File: src/rtl/rx_8b10b_pkg.sv
// ============================================================================
// Module  : rx_8b10b_pkg
// Brief   : Shared constants, state encoding and helpers for the receive-side
//           8b10b symbol-lock path.
// Revision: 1.0 - initial release
// ============================================================================
`default_nettype none

package rx_8b10b_pkg;

    localparam logic [9:0] K28_5_RDN = 10'b0011111010;
    localparam logic [9:0] K28_5_RDP = 10'b1100000101;

    typedef enum logic [1:0] {
        HUNT   = 2'd0,
        VERIFY = 2'd1,
        LOCKED = 2'd2
    } lock_state_t;

    function automatic logic [3:0] ones10(input logic [9:0] v);
        logic [3:0] n;
        n = 4'd0;
        for (int i = 0; i < 10; i++) begin
            n = n + {3'b000, v[i]};
        end
        return n;
    endfunction

    function automatic logic is_k28_5(input logic [9:0] v);
        return (v == K28_5_RDN) || (v == K28_5_RDP);
    endfunction

    // Offset k selects window bits [19-k : 10-k]; bit 19 is the oldest received bit.
    function automatic logic [9:0] cand_at(input logic [19:0] w, input logic [3:0] k);
        logic [19:0] s;
        s = w >> (4'd10 - k);
        return s[9:0];
    endfunction

endpackage

`default_nettype wire

File: src/rtl/rx_comma_search.sv
// ============================================================================
// Module  : rx_comma_search
// Brief   : Checks all 10 bit offsets of a 20-bit window for K28.5 and reports
//           the lowest matching offset.
// Revision: 1.0 - initial release
// ============================================================================
`default_nettype none

module rx_comma_search
    import rx_8b10b_pkg::*;
(
    input  logic [19:0] window,
    output logic        hit,
    output logic [3:0]  hit_offset,
    output logic [9:0]  hit_at
);

    generate
        for (genvar k = 0; k < 10; k++) begin : g_offset
            assign hit_at[k] = is_k28_5(window[19-k -: 10]);
        end
    endgenerate

    // Scan downward so the lowest matching offset is the last one written.
    always_comb begin
        hit_offset = 4'd0;
        for (int k = 9; k >= 0; k--) begin
            if (hit_at[k]) begin
                hit_offset = 4'(k);
            end
        end
    end

    assign hit = |hit_at;

endmodule

`default_nettype wire

File: src/rtl/rx_symbol_lock_ctrl.sv
// ============================================================================
// Module  : rx_symbol_lock_ctrl
// Brief   : Comma hunt/verify/lock controller aligning deserialized words for
//           the 10b8b decoder. Define RX_DISP_CHECK_EN to add running-disparity
//           checking while locked.
// Revision: 1.0 - initial release
// ============================================================================
`default_nettype none

module rx_symbol_lock_ctrl
    import rx_8b10b_pkg::*;
#(
    parameter int COMMA_LOCK_CNT   = 3,
    parameter int ERR_LOSS_CNT     = 4,
    parameter int GOOD_RECOVER_CNT = 16
) (
    input  logic       clk,
    input  logic       rst,
    input  logic       raw_valid,
    input  logic [9:0] raw_in,
    output logic [9:0] sym_out,
    output logic       sym_valid,
    output logic       sym_is_comma,
    output logic       sym_err,
    output logic       locked,
    output logic [3:0] align_offset
);

    localparam logic [3:0] c_lock_cnt = 4'(COMMA_LOCK_CNT);
    localparam logic [3:0] c_loss_cnt = 4'(ERR_LOSS_CNT);
    localparam logic [7:0] c_good_cnt = 8'(GOOD_RECOVER_CNT);

    lock_state_t r_state, w_state_nxt;
    logic [9:0]  r_prev, w_prev_nxt;
    logic [3:0]  r_offset, w_offset_nxt;
    logic [3:0]  r_comma_cnt, w_comma_cnt_nxt;
    logic [3:0]  r_err_cnt, w_err_cnt_nxt;
    logic [7:0]  r_good_cnt, w_good_cnt_nxt;
    logic [9:0]  r_sym, w_sym_nxt;
    logic        r_valid, w_valid_nxt;
    logic        r_is_comma, w_is_comma_nxt;
    logic        r_err, w_err_nxt;

    logic [19:0] w_window;
    logic        w_hit;
    logic [3:0]  w_hit_offset;
    logic [9:0]  w_hit_at;
    logic [9:0]  w_cand;
    logic [3:0]  w_ones;
    logic        w_ones_err;
    logic        w_lat_comma;
    logic [3:0]  w_err_inc;
    logic        w_disp_err;

    assign w_window = {r_prev, raw_in};

    rx_comma_search u_search (
        .window     (w_window),
        .hit        (w_hit),
        .hit_offset (w_hit_offset),
        .hit_at     (w_hit_at)
    );

    assign w_cand      = cand_at(w_window, r_offset);
    assign w_ones      = ones10(w_cand);
    assign w_ones_err  = (w_ones < 4'd4) || (w_ones > 4'd6);
    assign w_lat_comma = w_hit_at[r_offset];
    assign w_err_inc   = (r_err_cnt == 4'hF) ? r_err_cnt : r_err_cnt + 4'd1;

`ifdef RX_DISP_CHECK_EN
    logic r_rd, w_rd_nxt;  // 1 = positive running disparity
    assign w_disp_err = ((w_ones == 4'd6) && r_rd) || ((w_ones == 4'd4) && !r_rd);
`else
    assign w_disp_err = 1'b0;
`endif

    always_comb begin
        w_state_nxt     = r_state;
        w_prev_nxt      = r_prev;
        w_offset_nxt    = r_offset;
        w_comma_cnt_nxt = r_comma_cnt;
        w_err_cnt_nxt   = r_err_cnt;
        w_good_cnt_nxt  = r_good_cnt;
        w_sym_nxt       = r_sym;
        w_is_comma_nxt  = r_is_comma;
        w_valid_nxt     = 1'b0;
        w_err_nxt       = 1'b0;
`ifdef RX_DISP_CHECK_EN
        w_rd_nxt        = r_rd;
`endif
        if (raw_valid) begin
            w_prev_nxt     = raw_in;
            w_sym_nxt      = w_cand;
            w_is_comma_nxt = is_k28_5(w_cand);
            case (r_state)
                HUNT: begin
                    if (w_hit) begin
                        w_offset_nxt    = w_hit_offset;
                        w_comma_cnt_nxt = 4'd1;
                        if (c_lock_cnt <= 4'd1) begin
                            w_state_nxt    = LOCKED;
                            w_err_cnt_nxt  = 4'd0;
                            w_good_cnt_nxt = 8'd0;
`ifdef RX_DISP_CHECK_EN
                            w_rd_nxt = (cand_at(w_window, w_hit_offset) == K28_5_RDN);
`endif
                        end else begin
                            w_state_nxt = VERIFY;
                        end
                    end
                end
                VERIFY: begin
                    if (w_lat_comma) begin
                        w_comma_cnt_nxt = (r_comma_cnt == 4'hF) ? r_comma_cnt : r_comma_cnt + 4'd1;
                        if (r_comma_cnt + 4'd1 >= c_lock_cnt) begin
                            w_state_nxt    = LOCKED;
                            w_err_cnt_nxt  = 4'd0;
                            w_good_cnt_nxt = 8'd0;
`ifdef RX_DISP_CHECK_EN
                            w_rd_nxt = (w_cand == K28_5_RDN);
`endif
                        end
                    end else if (w_hit) begin
                        w_offset_nxt    = w_hit_offset;
                        w_comma_cnt_nxt = 4'd1;
                    end else if (w_ones_err) begin
                        w_state_nxt     = HUNT;
                        w_comma_cnt_nxt = 4'd0;
                    end
                end
                LOCKED: begin
                    w_valid_nxt = 1'b1;
                    // An error always wins over a pending good-run rollover.
                    if (w_ones_err || w_disp_err) begin
                        w_err_nxt      = 1'b1;
                        w_good_cnt_nxt = 8'd0;
                        w_err_cnt_nxt  = w_err_inc;
                        if (w_err_inc >= c_loss_cnt) begin
                            w_state_nxt     = HUNT;
                            w_comma_cnt_nxt = 4'd0;
                        end
                    end else if (r_good_cnt + 8'd1 >= c_good_cnt) begin
                        w_good_cnt_nxt = 8'd0;
                        if (r_err_cnt != 4'd0) begin
                            w_err_cnt_nxt = r_err_cnt - 4'd1;
                        end
                    end else begin
                        w_good_cnt_nxt = r_good_cnt + 8'd1;
                    end
`ifdef RX_DISP_CHECK_EN
                    if (w_ones == 4'd6) begin
                        w_rd_nxt = 1'b1;
                    end else if (w_ones == 4'd4) begin
                        w_rd_nxt = 1'b0;
                    end
`endif
                end
                default: begin
                    w_state_nxt = HUNT;
                end
            endcase
        end
    end

    always_ff @(posedge clk) begin
        if (rst) begin
            r_state     <= HUNT;
            r_prev      <= 10'd0;
            r_offset    <= 4'd0;
            r_comma_cnt <= 4'd0;
            r_err_cnt   <= 4'd0;
            r_good_cnt  <= 8'd0;
            r_sym       <= 10'd0;
            r_valid     <= 1'b0;
            r_is_comma  <= 1'b0;
            r_err       <= 1'b0;
`ifdef RX_DISP_CHECK_EN
            r_rd        <= 1'b0;
`endif
        end else begin
            r_state     <= w_state_nxt;
            r_prev      <= w_prev_nxt;
            r_offset    <= w_offset_nxt;
            r_comma_cnt <= w_comma_cnt_nxt;
            r_err_cnt   <= w_err_cnt_nxt;
            r_good_cnt  <= w_good_cnt_nxt;
            r_sym       <= w_sym_nxt;
            r_valid     <= w_valid_nxt;
            r_is_comma  <= w_is_comma_nxt;
            r_err       <= w_err_nxt;
`ifdef RX_DISP_CHECK_EN
            r_rd        <= w_rd_nxt;
`endif
        end
    end

    assign sym_out      = r_sym;
    assign sym_valid    = r_valid;
    assign sym_is_comma = r_is_comma;
    assign sym_err      = r_err;
    assign locked       = (r_state == LOCKED);
    assign align_offset = r_offset;

endmodule

`default_nettype wire

File: config.mk
export PLATFORM = sky130hd
export DESIGN_NAME = rx_symbol_lock_ctrl
export DESIGN_NICKNAME = d
export VERILOG_FILES = /design/src/rtl/rx_8b10b_pkg.sv /design/src/rtl/rx_comma_search.sv /design/src/rtl/rx_symbol_lock_ctrl.sv
export SDC_FILE = /design/constraint.sdc
export NUM_CORES = 1
export LEC_CHECK = 0
export BUFFER_PORTS_ARGS = -buffer_cell sky130_fd_sc_hd__buf_2
export CORE_MARGIN = 3
export CORE_UTILIZATION = 55
export CTS_BUF_LIST = sky130_fd_sc_hd__clkbuf_4
export DETAILED_ROUTE_END_ITERATION = 6
export PLACE_DENSITY = 0.74
export SYNTH_ARGS = -nofsm -noshare
export SYNTH_HDL_FRONTEND = slang
export SYNTH_SLANG_ARGS = --single-unit
File: constraint.sdc
create_clock -name clk -period 12 [get_ports clk]
set_input_delay 2.4 -clock clk [delete_from_list [all_inputs] [get_ports clk]]
set_output_delay 2.4 -clock clk [all_outputs]
set_load 0.01 [all_outputs]
==> summary.txt, run 1 <==
Logic synthesis
  – Flip-flop cell with the highest count after synthesis: dfxtp_1
  – Number of nets produced by synthesis: 526
  – Count of distinct cell types in the synthesized netlist: 74
  – Share of the yosys chip area belonging to registers: 0.227
  – Mean post-synth cell area: 8.06 um^2
  – Synth async-reset ratio: 0
  – Cell area after synthesis: 3970 um^2
  – Number of enable-type register cells in the synthesized netlist: 0
  – Number of warning messages in the yosys log: 0
  – Flop and latch count out of synthesis: 45
  – Synthesized instance count: 493

Route
  – Average vias per placed instance: 6.09
  – Starting DRT DRC Count: 176
  – Number of vias after detailed routing: 3,606
  – DRC violations left: 0
  – Wire length per cell after detailed routing: 16.0 um
  – First-pass detailed-route iteration total: 5
  – Total routed wirelength: 9490 um
  – Remaining antenna violation count after routing: 0

Pwr
  – Net switching component of the power: 101 uW
  – Power Dens Cells: 73.3 nW/um^2
  – Pint: 203 uW
  – Switching power as a share of total power: 0.331
  – Static leakage: 1.75 nW
  – Worst IR Drop VDD: 0.0418 mV
  – Sequential group share of total power: 0.526
  – Share of power burned in combinational logic: 0.215
  – Post-layout power: 304 uW
  – Portion of total power attributed to the clock network: 0.259

Worst setup path
  – Worst Path Buf+Inv: 5
  – Startpoint-to-endpoint class of the critical path: in2reg
  – CP max FO: 16
  – CP peak stage delay: 0.84 ns
  – Crit path max-delay cell type: a21oi_1
  – Critical Path RT: 12.32 ns
  – Cell chain of the critical path: buf_2 > mux4_2 > nand2_1 > nand2_1 > nor2_1 > a31oi_1 > inv_1 > fa_1 > inv_1 > fa_1 > inv_1 > fa_1 > inv_1 > ha_1 > fa_1 > a211oi_1 > mux2i_1 > a21oi_1 > nand3_1 > mux2_2 > a21oi_1 > a2111o_1 > a21oi_1
  – Reg-to-reg setup timing slack: 4.94 ns
  – Worst path top cell family by delay: adder cells
  – Critical Path End Type: register
  – Data arrival time of the worst path: 8.01 ns
  – Kind of launch point of the worst setup path: primary input

Timing
  – Setup TNS Final: 0 ns
  – Actual slew at the worst max-slew pin: 1.09 ns
  – Clock Skews: 0.0131 ns
  – Total count of hold-check failures in the final report: 0
  – Share of the cycle needed by the critical path after routing: 0.641
  – Tightest hold margin: 0.493 ns
  – Final Setup Violations: 0
  – Unrepaired setup endpoints after global routing: no
  – Highest attainable clock frequency: 130 MHz
  – Post-layout min period: 7.70 ns
  – Worst max-slew margin expressed relative to the limit: 0.272
  – Slew Viols, Final: 0

Clock tree
  – Maximum clock path buffer count: 2
  – Reg clk slew, reported paths: 0.15 ns
  – Clock network latency to the later pin of the worst-skew pair: 0.38 ns
  – Root buffer selected by CTS: clkbuf_4
  – Total CTS buffers: 5
  – # Post-CTS Setup Buffers: 0
  – Number of H-tree levels: 2
  – TritonCTS clock tree: yes
  – Hold bufs inserted after CTS: 0
  – # clock sinks: 45
  – Number of gates resized after CTS: 0

Global routing
  – Congestion Overflow GR: 0
  – Global-route total usage across every layer: 0.234
  – Largest net degree at the start of global routing: 41
  – Antenna violations before repair: 0
  – Wire length of the first global-routing pass: 16,100 um
  – Via count of the first global-routing pass: 3,315

Flow run
  – # Max-Cap Violations: 0

Run status
  – Outcome: finished clean

Finish
  – Count of non-filler cells in the finished layout: 592
  – Fin nets: 528
  – Ant diodes: 0
  – Area overhead of the layout relative to synthesis: 4.50%
  – Share of post-route cells with drive strength above 1: 0.157
  – Final instance area: 4150 um^2

Place
  – Final RePlAce weighted congestion: 0.869
  – HPWL after detailed placement: 6820 um
  – Port Buffer Count: 30
  – Post-Place Cell Area: 4090 um^2
  – Post-Place Cells: 584

Floorplanning
  – Number of rows created at floorplan: 30
  – Horizontal die dimension: 91.0 um
  – Die Height: 91.0 um
  – Starting density of the core: 0.575
  – Core box area: 6910 um^2
  – Die area: 8280 um^2
  – Top-level I/O count: 31

Hold path
  – Type of the most critical hold path: reg2reg
cell families after synthesis:
kind of cell    synth area share
compound gates             0.179
xor+xnor                 0.00882
fa+ha+maj                 0.0743
buf+inv                   0.0709
flops                      0.227
mux                        0.163
simple gates               0.277
worst register-to-register path: cells and delay by family, from the launching register on:
family,cells,cell delay [ns]
muxes,3,0.77
adders and majority gates,6,3.09
and+or+nand+nor,4,0.41
AOI/OAI and AO/OA,6,1.90
DFF,1,0.33
buffers and inverters,5,0.49
power groups by stage:
| stage | Clock [mW] | Combinational [mW] | Sequential [mW] |
|---|---|---|---|
| finish | 0.0788 | 0.0654 | 0.160 |
| global route | 0.0883 | 0.0749 | 0.161 |
| CTS | 0.0826 | 0.0655 | 0.160 |
| detailed placement | 0 | 0.0652 | 0.163 |
| global placement | 0 | 0.0637 | 0.163 |
| floorplan | 0 | 0.0525 | 0.160 |
registers in the layout, summed over array words and instances, names as in the netlist:
name / count
align_offset: 4
r_comma_cnt: 4
r_err_cnt: 4
r_good_cnt: 8
r_prev: 10
r_state: 2
sym_err: 1
sym_is_comma: 1
sym_out: 10
sym_valid: 1
synthesized netlist by cell type (4+ instances only):
master    count  area (um^2)
nor3b_1       4         30.0
nor2_1       55          206
buf_2        17         85.1
dfxtp_1      45          901
o21a_1        4         30.0
nor3_1       11         55.1
a21oi_1      30          150
nor2b_1       4         25.0
mux2i_1      32          320
inv_1        32          120
nand4_1      10         62.6
o31ai_1       4         30.0
clkbuf_1     16         60.1
or3_1         7         43.8
mux2_2       19          214
o21ai_0      13         65.1
and2_1        5         31.3
fa_1          6          120
nor4_1        5         31.3
nand2_1      33          124
and3b_1       8         70.1
and3_1       10         62.6
ha_1         14          175
nand3_1      17         85.1
a211oi_1      5         37.5
mux4_2        5          113
o21ai_1       5         25.0
nand3b_1      4         30.0
cell usage in the layout (no fill, tap or decap), types with 6 or more instances in the layout:
cell / instances
inv_1: 32
a21oi_1: 30
mux2_2: 19
and3b_1: 8
buf_2: 30
nand3_1: 17
dfxtp_1: 45
ha_1: 14
and3_1: 10
or3_1: 7
nand4_1: 10
fa_1: 6
mux2i_1: 32
o21ai_0: 13
nand2_1: 33
nor3_1: 11
nor2_1: 55
metrics by stage:
step / util / worst slack (ns)
after floorplan: - / 4.71
after global placement: 0.593 / 4.07
after detailed placement: 0.593 / 3.91
after CTS: 0.601 / 4.35
after global routing: 0.601 / 3.87
final: 0.601 / 4.30
metal layers:
layer | wire [um] | global-route usage
met5 | 0 | 0
met4 | 146 | 0.0817
met3 | 381 | 0.0298
met2 | 4400 | 0.376
met1 | 4560 | 0.322
final cells by class:
| cell class | count | area, um^2 |
|---|---|---|
| Tap cell | 96 | 120 |
| Clock inverter | 3 | 21.3 |
| Timing Repair Buffer | 31 | 158 |
| Clock buffer | 5 | 37.5 |
| Inverter | 33 | 124 |
| Fill cell | 654 | 2760 |
| Sequential cell | 45 | 901 |
| Multi-Input combinational cell | 379 | 2790 |
worst paths after layout:
path / start / end / cells after the start
worst max-delay path: raw_in[9] / r_err_cnt[3] / 23
worst min-delay path: sym_is_comma / sym_is_comma / 2
worst max register to register: align_offset[0] / r_err_cnt[3] / 24
worst min register to register: sym_is_comma / sym_is_comma / 2
(Power assumes the default switching activity.)
==> run 2: changes to the inputs <==
--- a/config.mk
+++ b/config.mk
@@ -5,12 +5,13 @@
 export SDC_FILE = /design/constraint.sdc
 export NUM_CORES = 1
 export LEC_CHECK = 0
+export ABC_AREA = 1
 export BUFFER_PORTS_ARGS = -buffer_cell sky130_fd_sc_hd__buf_2
 export CORE_MARGIN = 3
 export CORE_UTILIZATION = 55
 export CTS_BUF_LIST = sky130_fd_sc_hd__clkbuf_4
 export DETAILED_ROUTE_END_ITERATION = 6
-export PLACE_DENSITY = 0.74
+export PLACE_DENSITY = 0.77
 export SYNTH_ARGS = -nofsm -noshare
 export SYNTH_HDL_FRONTEND = slang
 export SYNTH_SLANG_ARGS = --single-unit
==> constraint.sdc (replaced) <==
create_clock -name clk -period 6.5 [get_ports clk]
set_input_delay 1.3 -clock clk [delete_from_list [all_inputs] [get_ports clk]]
set_output_delay 1.3 -clock clk [all_outputs]
set_load 0.01 [all_outputs]
==> run 2 against run 1 <==
Sequential share of layout area fell by 0.59 points. Largest cell class unchanged. Cell area is 2.8% higher. Clock-buffer cell count unchanged. Sequential power up 87%. Worst hold slack lost 0.014 ns.
==> summary.txt, run 2 <==
Floorplanning
  – Starting density of the core: 0.580
  – Die Height: 91.6 um
  – Core box area: 6940 um^2
  – Horizontal die dimension: 91.6 um
  – Number of rows created at floorplan: 30
  – Die area: 8390 um^2
  – Top-level I/O count: 31

Clock tree
  – # Post-CTS Setup Buffers: 0
  – Total CTS buffers: 5
  – Reg clk slew, reported paths: 0.14 ns
  – Clock network latency to the later pin of the worst-skew pair: 0.37 ns
  – Root buffer selected by CTS: clkbuf_4
  – Hold bufs inserted after CTS: 0
  – Maximum clock path buffer count: 2
  – TritonCTS clock tree: yes
  – # clock sinks: 45
  – Number of H-tree levels: 2
  – Number of gates resized after CTS: 0

Timing
  – Slew Viols, Final: 0
  – Post-layout min period: 5.93 ns
  – Setup TNS Final: 0 ns
  – Tightest hold margin: 0.479 ns
  – Unrepaired setup endpoints after global routing: no
  – Share of the cycle needed by the critical path after routing: 0.912
  – Actual slew at the worst max-slew pin: 1.01 ns
  – Total count of hold-check failures in the final report: 0
  – Final Setup Violations: 0
  – Worst max-slew margin expressed relative to the limit: 0.329
  – Highest attainable clock frequency: 169 MHz
  – Clock Skews: 0.00959 ns

Pwr
  – Share of power burned in combinational logic: 0.340
  – Portion of total power attributed to the clock network: 0.212
  – Net switching component of the power: 259 uW
  – Sequential group share of total power: 0.449
  – Worst IR Drop VDD: 0.107 mV
  – Power Dens Cells: 157 nW/um^2
  – Switching power as a share of total power: 0.388
  – Static leakage: 2.00 nW
  – Pint: 410 uW

Global routing
  – Largest net degree at the start of global routing: 42
  – Via count of the first global-routing pass: 4,036
  – Wire length of the first global-routing pass: 18,300 um
  – Congestion Overflow GR: 0
  – Antenna violations before repair: 0
  – Global-route total usage across every layer: 0.263

Worst setup path
  – Worst path top cell family by delay: adder cells
  – Data arrival time of the worst path: 6.25 ns
  – Worst Path Buf+Inv: 6
  – CP max FO: 18
  – Critical Path End Type: register
  – Startpoint-to-endpoint class of the critical path: reg2reg
  – Crit path max-delay cell type: fa_1
  – Kind of launch point of the worst setup path: register
  – Critical Path RT: 6.82 ns
  – CP peak stage delay: 0.60 ns

Logic synthesis
  – Most numerous cell in the Yosys netlist: nand2_1
  – Yosys top cell area share: 0.224
  – Share of the yosys chip area belonging to registers: 0.224
  – Number of nets produced by synthesis: 708
  – Synth area leaders: dfxtp_1 (22%), nand2_1 (15%), nor2_1 (8.8%)
  – Flop and latch count out of synthesis: 45
  – Count of distinct cell types in the synthesized netlist: 42
  – Most numerous cell types in the synthesized netlist: nand2_1 (165), nor2_1 (94), inv_1 (70)
  – Cell area after synthesis: 4030 um^2
  – Number of enable-type register cells in the synthesized netlist: 0
  – Flip-flop cell with the highest count after synthesis: dfxtp_1
  – Number of warning messages in the yosys log: 0
  – Synthesized instance count: 675
  – Area leader, netlist: dfxtp_1
  – Mean post-synth cell area: 5.97 um^2
  – Synth async-reset ratio: 0

Finish
  – Area overhead of the layout relative to synthesis: 5.90%
  – Final standard cell utilization of the core: 0.614
  – Most frequent cells in the layout: nand2_1 (165), nor2_1 (94), inv_1 (70)
  – Count of non-filler cells in the finished layout: 788
  – Share of post-route cells with drive strength above 1: 0.116
  – Fin nets: 724
  – Ant diodes: 0
  – Most common library cell in the layout ignoring fill and taps: nand2_1
  – Final instance area: 4270 um^2

Route
  – Starting DRT DRC Count: 312
  – Total routed wirelength: 10,800 um
  – Wire length per cell after detailed routing: 13.6 um
  – Remaining antenna violation count after routing: 0
  – Number of vias after detailed routing: 4,357
  – First-pass detailed-route iteration total: 5
  – Average vias per placed instance: 5.53
  – DRC violations left: 0

Place
  – Final RePlAce weighted congestion: 0.941
  – HPWL after detailed placement: 8220 um
  – Post-Place Cells: 780
  – Post-Place Cell Area: 4210 um^2
  – Port Buffer Count: 30

Run status
  – Outcome: finished clean

Flow run
  – # Max-Cap Violations: 0

Hold path
  – Type of the most critical hold path: reg2reg
## run 2: cell types whose count changed in the layout (fill, tap and decap cells not counted), sizes merged, moves of 8 or more
cell | before | now
a21oi | 31 | 47
nor2 | 55 | 97
and3 | 10 | 0
o21ai | 18 | 72
inv | 34 | 81
and3b | 8 | 0
mux2 | 19 | 0
mux2i | 32 | 1
nand3 | 17 | 48
nand2 | 33 | 175
## run 2: worst paths after layout
kind | start | endpoint | slack, ns | cells after the start
worst min register to register | r_good_cnt[7] | r_good_cnt[7] | 0.48 | 2
worst min-delay path | r_good_cnt[7] | r_good_cnt[7] | 0.48 | 2
worst max-delay path | align_offset[0] | r_good_cnt[3] | 0.57 | 25
worst max register to register | align_offset[0] | r_good_cnt[3] | 0.57 | 25
## run 2: power by group through the flow
stage	registers (mW)	clock network, mW	logic, mW
final	0.300	0.142	0.227
after global routing	0.302	0.162	0.266
after CTS	0.300	0.149	0.227
after detailed placement	0.306	0	0.225
after global placement	0.305	0	0.219
after floorplan	0.302	0	0.168
## run 2: final cells by class
type	count	area, um^2
Clock buffer	5	37.5
Inverter	81	308
Clock inverter	3	21.3
Fill cell	674	2680
Timing Repair Buffer	34	180
Multi-Input combinational cell	524	2700
Tap cell	96	120
Sequential cell	45	901
## run 2: cells by family after synthesis
kind of cell             count (synthesis)  share of synthesized area
flip-flops                              45                      0.224
multiplexers                             1                    0.00248
buffers and inverters                  106                      0.107
AND/OR/NAND/NOR                        370                      0.407
XOR/XNOR                                 7                     0.0189
adder cells (fa/ha/maj)                 20                     0.0733
AO/OA/AOI/OAI                          126                      0.168
## run 2: worst reg2reg max path: stages (launching register included)
cell and delay (ns):
dfxtp_1 0.45, ha_1 0.28, xnor2_2 0.59, inv_2 0.30, o21ai_0 0.31, o21ai_0 0.22, fa_1 0.60, inv_1 0.06
fa_1 0.52, inv_1 0.05, fa_1 0.49, inv_1 0.04, ha_1 0.20, fa_1 0.40, nor2_1 0.12, nand2_1 0.05
a21oi_1 0.16, o21ai_2 0.09, inv_2 0.08, nand2_1 0.10, a21oi_1 0.12, and2_1 0.16, inv_1 0.08, nor3b_1 0.23
nand2_2 0.08, a21oi_2 0.10
## run 2: metrics by stage
stage | setup slack (ns) | total power, mW
2_1_floorplan | 0.784 | 0.471
3_3_place_gp | 0.457 | 0.525
3_5_place_dp | 0.344 | 0.531
4_1_cts | 0.571 | 0.676
5_1_grt | 0.0300 | 0.730
6_report | 0.574 | 0.669
## run 2: layer usage
layer  GRT usage  vias to the layer above  part of all wire
li1            -                     2221                 -
met1       0.347                     1965              0.46
met2       0.432                      151              0.47
met3      0.0398                       20             0.060
met4      0.0942                        0             0.018
met5           0                        -                 0
==> run 3: changes to the inputs <==
--- a/config.mk
+++ b/config.mk
@@ -8,10 +8,10 @@
 export ABC_AREA = 1
 export BUFFER_PORTS_ARGS = -buffer_cell sky130_fd_sc_hd__buf_2
 export CORE_MARGIN = 3
-export CORE_UTILIZATION = 55
+export CORE_UTILIZATION = 60
 export CTS_BUF_LIST = sky130_fd_sc_hd__clkbuf_4
 export DETAILED_ROUTE_END_ITERATION = 6
-export PLACE_DENSITY = 0.77
+export PLACE_DENSITY = 0.8
 export SYNTH_ARGS = -nofsm -noshare
 export SYNTH_HDL_FRONTEND = slang
 export SYNTH_SLANG_ARGS = --single-unit
==> constraint.sdc (replaced) <==
create_clock -name clk -period 7.3 [get_ports clk]
set_input_delay 1.46 -clock clk [delete_from_list [all_inputs] [get_ports clk]]
set_output_delay 1.46 -clock clk [all_outputs]
set_load 0.02 [all_outputs]
==> run 3 against run 2 <==
Global-route usage up 2.6 points. Critical path depth unchanged. Clock skew down 0.0030 ns. Sequential cell count unchanged. Cell area down 0.73%. Critical path type is now in2reg. Critical endpoint is now r_err_cnt[0]. Combinational power down 11%. Largest cell class unchanged. Sequential power down 11%. Clock power about the same. Cell count down 2.7%.
==> summary.txt, run 3 (synthesis results as in run 2) <==
Timing
  – Unrepaired setup endpoints after global routing: no
  – Total count of hold-check failures in the final report: 0
  – Tightest hold margin: 0.483 ns
  – Share of the cycle needed by the critical path after routing: 0.848
  – Setup TNS Final: 0 ns
  – Final Setup Violations: 0
  – Post-layout min period: 6.19 ns
  – Actual slew at the worst max-slew pin: 0.957 ns
  – Slew Viols, Final: 0
  – Clock Skews: 0.00662 ns
  – Worst max-slew margin expressed relative to the limit: 0.361
  – Highest attainable clock frequency: 161 MHz

Clock tree
  – Maximum clock path buffer count: 2
  – # Post-CTS Setup Buffers: 0
  – Number of H-tree levels: 2
  – Clock network latency to the later pin of the worst-skew pair: 0.37 ns
  – Number of gates resized after CTS: 0
  – Total CTS buffers: 5
  – # clock sinks: 45
  – Reg clk slew, reported paths: 0.15 ns
  – Root buffer selected by CTS: clkbuf_4
  – TritonCTS clock tree: yes
  – Hold bufs inserted after CTS: 0

Pwr
  – Pint: 364 uW
  – Share of power burned in combinational logic: 0.332
  – Switching power as a share of total power: 0.400
  – Static leakage: 2.00 nW
  – Sequential group share of total power: 0.440
  – Worst IR Drop VDD: 0.106 mV
  – Portion of total power attributed to the clock network: 0.229
  – Power Dens Cells: 143 nW/um^2
  – Net switching component of the power: 243 uW

Route
  – Number of vias after detailed routing: 4,356
  – Average vias per placed instance: 5.68
  – First-pass detailed-route iteration total: 7
  – Starting DRT DRC Count: 328
  – Wire length per cell after detailed routing: 13.7 um
  – Remaining antenna violation count after routing: 0
  – DRC violations left: 0
  – Total routed wirelength: 10,500 um

Floorplanning
  – Horizontal die dimension: 87.9 um
  – Number of rows created at floorplan: 29
  – Starting density of the core: 0.627
  – Die Height: 87.9 um
  – Core box area: 6420 um^2
  – Top-level I/O count: 31
  – Die area: 7730 um^2

Worst setup path
  – Critical R2R Launch: align_offset[0]
  – Reg-to-reg setup timing slack: 1.16 ns
  – Critical Path RT: 7.62 ns
  – Critical Path End Type: register
  – Startpoint-to-endpoint class of the critical path: in2reg
  – CP max FO: 9
  – Crit path to: r_err_cnt[0]
  – RR Endpoint: r_err_cnt[0]
  – Worst reg-to-reg path cell count: 24
  – Launch point of the critical path: raw_in[8]
  – Kind of launch point of the worst setup path: primary input
  – Data arrival time of the worst path: 6.52 ns

Finish
  – Register area: 901 um^2
  – Fin nets: 722
  – Area overhead of the layout relative to synthesis: 5.12%
  – Footprint of the multi-input gates: 2700 um^2
  – Filler cell count in the final layout: 613
  – Ant diodes: 0
  – Most common library cell in the layout ignoring fill and taps: nand2_1
  – Share of post-route cells with drive strength above 1: 0.113
  – Most frequent cells in the layout: nand2_1 (165), nor2_1 (94), inv_1 (70)

Global routing
  – Congestion Overflow GR: 0
  – Via count of the first global-routing pass: 4,002
  – Antenna violations before repair: 0
  – Global-route total usage across every layer: 0.289
  – Largest net degree at the start of global routing: 48
  – Wire length of the first global-routing pass: 18,100 um

Place
  – Final RePlAce weighted congestion: 0.955
  – HPWL after detailed placement: 8020 um
  – Port Buffer Count: 30

Run status
  – Outcome: finished clean

Hold path
  – Type of the most critical hold path: reg2reg

Flow run
  – # Max-Cap Violations: 0
-- run 3: worst max-delay path: stages --
cell and delay (ns):
buf_2 0.17, inv_2 0.10, o21ai_1 0.19, o21ai_0 0.14
o21ai_0 0.24, o21ai_0 0.24, fa_1 0.61, inv_1 0.06
fa_1 0.53, inv_1 0.05, fa_1 0.49, inv_1 0.04
ha_1 0.20, fa_1 0.49, inv_1 0.05, o21ai_2 0.32
inv_2 0.10, nand2_1 0.13, a21oi_1 0.05, and2_1 0.15
a21oi_1 0.27, nand3_2 0.16, nand2_1 0.11, nand2_1 0.05
nor2_1 0.10
-- run 3: worst min path at each step --
stage / from / to / slack (ns) / cells past startpoint
after detailed placement: r_good_cnt[5] / r_good_cnt[5] / 0.46 / 2
after floorplan: r_good_cnt[5] / r_good_cnt[5] / 0.44 / 2
after global routing: r_good_cnt[5] / r_good_cnt[5] / 0.50 / 2
after global placement: r_good_cnt[5] / r_good_cnt[5] / 0.45 / 2
after CTS: r_good_cnt[5] / r_good_cnt[5] / 0.48 / 2
final: r_good_cnt[5] / r_good_cnt[5] / 0.48 / 2
-- run 3: metrics by stage --
step | total power [mW] | setup slack (ns) | util | cell area (um^2) | instances
finish | 0.608 | 1.11 | 0.659 | 4240 | 767
global route | 0.652 | 0.635 | 0.659 | 4240 | 767
CTS | 0.607 | 1.16 | 0.659 | 4240 | 767
detailed placement | 0.470 | 0.762 | 0.649 | 4170 | 759
global placement | 0.464 | 0.903 | 0.649 | 4170 | 759
floorplan | 0.423 | 1.42 | - | 4030 | 675
-- run 3: layout make-up --
cell class                 count  share of cell area
inverter                      81              0.0727
multi-input combinational    524               0.637
timing repair buffer          32              0.0390
clock inverter                 3             0.00679
clock buffer                   5             0.00886
tap                           77              0.0227
sequential                    45               0.213
-- run 3: metal layers --
metal / GRT usage / part of all wire
met5: 0 / 0
met1: 0.390 / 0.46
met4: 0.0823 / 0.014
met3: 0.0461 / 0.066
met2: 0.478 / 0.46
-- run 3: power groups by stage --
stage               Clock (mW)  Combinational (mW)  Sequential (mW)
global placement             0               0.192            0.272
global route             0.154               0.230            0.269
detailed placement           0               0.198            0.272
floorplan                    0               0.150            0.273
CTS                      0.141               0.199            0.267
finish                   0.139               0.202            0.267
